`src/rtl/act_compressor.sv`:
```
// act_compressor: zero-run compression of one activation row for the PE AFIFO.
// Output word = {flag, low}; flag=0 -> low is a nonzero activation,
// flag=1 -> low is a zero-run length in 1..MAX_ZERO_RUN.
// Build option: define ACT_COMPRESS_EN to enable zero-run compression;
// without it every accepted activation (zero included) is forwarded as
// {1'b0, act_in} one cycle later.
module act_compressor #(
  parameter int activation_width     = 16,
  parameter int compressed_act_width = activation_width + 1,
  parameter int MAX_ZERO_RUN         = 15
) (
  input  logic                            clk,
  input  logic                            rst_n,
  input  logic [activation_width-1:0]     act_in,
  input  logic                            act_valid,
  input  logic                            act_last,
  output logic                            act_ready,
  input  logic                            out_ready,
  output logic [compressed_act_width-1:0] compressed_act_out,
  output logic                            compressed_act_write
);

  logic [compressed_act_width-1:0] out_q, out_d;
  logic                            wr_q, wr_d;
  logic                            accept;

  function automatic logic [compressed_act_width-1:0] make_word(
    input logic                        flag,
    input logic [activation_width-1:0] low
  );
    logic [compressed_act_width-1:0] w;
    w = '0;
    w[compressed_act_width-1] = flag;
    w[activation_width-1:0]   = low;
    return w;
  endfunction

`ifdef ACT_COMPRESS_EN
  localparam int RUN_W = $clog2(MAX_ZERO_RUN + 1);

  localparam logic [1:0] IDLE = 2'd0;
  localparam logic [1:0] ZRUN = 2'd1;
  localparam logic [1:0] PEND = 2'd2;

  localparam logic [RUN_W:0] MAX_RUN = (RUN_W + 1)'(MAX_ZERO_RUN);
  localparam logic [RUN_W:0] ONE     = (RUN_W + 1)'(1);

  logic [1:0]                  state_q, state_d;
  logic [RUN_W-1:0]            run_q, run_d;
  logic [activation_width-1:0] val_q, val_d;
  logic [RUN_W:0]              run_inc;
  logic                        is_zero;
  logic                        run_full;

  assign act_ready = out_ready && (state_q != PEND);
  assign accept    = act_valid && act_ready;
  assign is_zero   = (act_in == '0);
  assign run_inc   = {1'b0, run_q} + ONE;
  assign run_full  = (run_inc == MAX_RUN);

  // Next-state / emit decision; nothing moves while out_ready is low.
  always_comb begin
    state_d = state_q;
    run_d   = run_q;
    val_d   = val_q;
    out_d   = out_q;
    wr_d    = 1'b0;
    if (out_ready) begin
      if (state_q == PEND) begin
        // Drain the value that arrived behind a run word.
        out_d   = make_word(1'b0, val_q);
        wr_d    = 1'b1;
        state_d = IDLE;
      end else if (accept) begin
        if (is_zero) begin
          if (run_full || act_last) begin
            out_d   = make_word(1'b1, activation_width'(run_inc));
            wr_d    = 1'b1;
            run_d   = '0;
            state_d = IDLE;
          end else begin
            run_d   = run_inc[RUN_W-1:0];
            state_d = ZRUN;
          end
        end else if (state_q == ZRUN) begin
          // Close the run first; the value follows next cycle from PEND.
          out_d   = make_word(1'b1, activation_width'(run_q));
          wr_d    = 1'b1;
          val_d   = act_in;
          run_d   = '0;
          state_d = PEND;
        end else begin
          out_d   = make_word(1'b0, act_in);
          wr_d    = 1'b1;
          state_d = IDLE;
        end
      end
    end
  end

  // Compression state: FSM, run counter and the parked value.
  always_ff @(posedge clk or negedge rst_n) begin
    if (!rst_n) begin
      state_q <= IDLE;
      run_q   <= '0;
      val_q   <= '0;
    end else begin
      state_q <= state_d;
      run_q   <= run_d;
      val_q   <= val_d;
    end
  end
`else
  logic unused_cfg;

  assign act_ready  = out_ready;
  assign accept     = act_valid && out_ready;
  assign unused_cfg = act_last & (MAX_ZERO_RUN > 0);

  // Bypass: forward every accepted activation unchanged.
  always_comb begin
    out_d = out_q;
    wr_d  = 1'b0;
    if (accept) begin
      out_d = make_word(1'b0, act_in);
      wr_d  = 1'b1;
    end
  end
`endif

  // Output word and write strobe registers (one-cycle latency).
  always_ff @(posedge clk or negedge rst_n) begin
    if (!rst_n) begin
      out_q <= '0;
      wr_q  <= 1'b0;
    end else begin
      out_q <= out_d;
      wr_q  <= wr_d;
    end
  end

  assign compressed_act_out   = out_q;
  assign compressed_act_write = wr_q;

endmodule
```
`config.mk`:
```
export PLATFORM = sky130hd
export DESIGN_NAME = act_compressor
export DESIGN_NICKNAME = d
export VERILOG_FILES = /design/src/rtl/act_compressor.sv
export SDC_FILE = /design/constraint.sdc
export NUM_CORES = 1
export LEC_CHECK = 0
export ABC_AREA = 1
export CAP_MARGIN = 10
export CORE_MARGIN = 1.5
export CORE_UTILIZATION = 33
export DETAILED_ROUTE_END_ITERATION = 16
export MAX_ROUTING_LAYER = met4
export PLACE_DENSITY = 0.73
export SYNTH_ARGS = -nofsm -noshare
export SYNTH_HDL_FRONTEND = slang
export SYNTH_SLANG_ARGS = --single-unit
```
`constraint.sdc`:
```
create_clock -name clk -period 0.8 [get_ports clk]
set_input_delay 0.16 -clock clk [delete_from_list [all_inputs] [get_ports clk]]
set_output_delay 0.16 -clock clk [all_outputs]
set_load 0.02 [all_outputs]
```
# Word level (Yosys, flattened, before mapping)
# Cells that the tools add are included.
# word_totals
ff_bits,17
inputBits,21
elab_cells,4
# classes
n_mux,1
reduce_logical,1
# ops
operator,count
$logic_and A1 B1 Y1,1
$mux W1,1

# Logic depth before layout (Yosys ltp)
# depth
ltp_word,2
mapped_depth,5
depth_no_buf,3

# Least setup slack after synthesis
# Ideal clock, no wire load.
# synth_timing
path_type,register to register
startpoint,register compressed_act_out[6] (netlist name)
endpoint,"register out_q[6], in the netlist compressed_act_out[6]"
arrival_time_ps,565
required_time_ps,683
setup_slack_ps,118
stages_incl_launch_ff,3
path_buffers,0
path_cell_list,dfrtp_1 -> nand2_2 -> nand2_1
# synth_rtl
element,line,text
"end signal, assigned",137,out_q <= out_d;
"end, declared",23,"logic [compressed_act_width-1:0] out_q, out_d;"

# Worst setup path after layout
# layout_timing
startpoint,"register out_q[0], in the netlist compressed_act_out[0]"
endpoint,output compressed_act_out[0]
# layout_rtl
element,line,text
"end, declared",19,"output logic [compressed_act_width-1:0] compressed_act_out,"
# No word-level cell between the ends.

==> metrics <==
status=finished with violations; failing checks=negative setup slack; die height=50.1 µm; H-tree levels=1; critical path required time=0.64 ns; Site Rows=16; global-route wire length before repair=approximately 2.9 mm; Routed WL=roughly 1.7 mm; GRT Residual Overflow=0; final-report setup violation count=17; post-synthesis instance total=75; Area growth syn-to-layout=70.0%; pwr dens=between 1500 and 2000 nW/µm²; skew final=0 ns; CORE AREA=2020 µm²; f_max=slightly above 1 GHz; GRT Total Usage=0.158; Setup crit start kind=register; max incr delay on CP=approximately 0.4 ns; Initial Utilization=0.363; initial antenna violation count=0; Vias per Instance=4.45; Post-CTS Hold Buffers=0; Synth cell types=11; clk root buf=clkbuf_4; critical path depth in cells=1; die area=approximately 2500 µm²; Yosys Warn Count=0; leakage power figure=0.000650 µW; cells on worst reg2reg path=3; Yosys reg bits=17; CTS max path bufs=2; CTS tree=built; CP delay by family, top=flip-flops; HP Class=in2async; largest net degree at the start of global routing=19; Layout fillers=159; CTS Buf Count=3; RePlAce Congestion=roughly 0.69; fraction of layout cells with a size suffix above 1=0.312; slowest CP cell=dfrtp_1; Die Wd=50.1 µm; syn_area_per_cell=9.78 µm²; DR pass1 iterations=4; Routed WL per cell=11.1 µm; drt drc=0; MaxCap Viol Count=0; Clock transition at path regs=0.09 ns; Tcrit/Tclk final=1.23; sequential element share of the synthesized area=0.580; peak supply drop=1.01 mV; WP data arrival=between 0.8 and 0.9 ns; # nets final=147; total number of vias=677; post-placement worst setup slack=-0.605 ns; Worst Path Class, Setup=reg2out; Clk Latency, worst-skew pair=about 0.27 ns; setup slack after layout=-0.186 ns; final core utilization=0.616; DRT iter0 DRCs=7; n_diodes=0; Bufs and invs on worst path=1; Power, Total=around 2200 µW; post-layout min period=0.986 ns; Worst Path Max Fanout=2; I/O Pins=40; Post-Syn Nets=96; CTS sink cnt=17; IO Port Bufs=37; r2r setup slk=0.06 ns; Hold Vio Cnt, Final=0; crit end category=primary output; CP cell instances=buf_6; RSZ-0062 raised after global routing=true; mapped cell area=733 µm²; vias in the first global route=654; Post-DRT Antenna Nets=0; Final Max Tran Viols=0
==> what timing repair did <==
action | 4_1_cts | 5_1_grt
endpoints found under the setup margin | 35 | 17
gates cloned | 1 | 0
setup buffers | 6 | 3
resized for setup | 111 | 0
==> stage by stage <==
stage | cells | TNS [ns] | hold WS [ns] | area [µm²]
after CTS | 149 | -3.12 | 0.207 | 1220
after floorplan | 75 | 0 | -0.136 | 733
final | 152 | -2.90 | 0.221 | 1250
after global routing | 152 | -3.61 | 0.202 | 1250
after global placement | 139 | -12.89 | 0.454 | 1120
after detailed placement | 139 | -13.38 | 0.461 | 1120
==> routing by layer <==
layer  routed length [µm]  share of wire  global-route usage  vias to the layer above
met5                    0              0                   -                        -
met4                   15         0.0089              0.0694                        0
met3                  157          0.093              0.0357                        2
met2                  752           0.44               0.239                       35
met1                  768           0.45               0.202                      304
li1                     -              -                   -                      336
==> layout by cell type, fill, tap and decap left out <==
cell / count
nand2_1: 31
buf_6: 19
dfrtp_1: 17
clkdlybuf4s50_1: 17
nand3_1: 16
buf_4: 13
clkbuf_4: 3
dlygate4sd2_1: 2
nand2_8: 1
inv_1: 1
nand2_2: 1
conb_1: 1
clkbuf_1: 1
nand2_4: 1
buf_12: 1
==> kinds of logic (layout without fill, tap and decap cells) <==
logic type,Yosys count,in the layout,share of synthesized area
buf+inv,8,57,0.111
flops,17,17,0.580
simple gates,49,50,0.304
other cells,1,1,0.00511
==> cells in the mapped netlist <==
cell type	n	area, µm²
buf_4	2	15.0
inv_1	1	3.75
dfrtp_1	17	425
buf_8	1	15.0
nand3_1	16	80.1
nand2_8	1	20.0
clkbuf_8	1	13.8
conb_1	1	3.75
nand2_2	1	6.26
nand2_1	31	116
buf_6	3	33.8
==> state kept, by name, indices dropped and copies added, names as in the netlist <==
| register | cells |
|---|---|
| compressed_act_out | 16 |
| compressed_act_write | 1 |
==> area by class of cell <==
class                      count  area (µm²)  area share
inverter                       1        3.75     0.00301
timing repair buffer          52         519       0.417
clock buffer                   4        26.3      0.0211
multi-input combinational     51         238       0.191
sequential                    17         425       0.341
tap                           27        33.8      0.0271
==> path summary, 6_finish.rpt <==
kind | startpoint | end
max in group asynchronous | rst_n | compressed_act_out[14]
worst min register to register | compressed_act_out[3] | compressed_act_out[3]
worst max register to register | compressed_act_out[5] | compressed_act_out[5]
min in group clk | act_in[10] | compressed_act_out[10]
worst max-delay path | compressed_act_out[0] | compressed_act_out[0]
worst min-delay path | rst_n | compressed_act_out[5]
==> where the power goes <==
part           internal, µW  total (µW)  switching [µW]
Combinational           419         752             333
Clock                   193         424             231
Sequential              963        1040            76.5
Note: power is estimated with default switching activity, not from simulation.
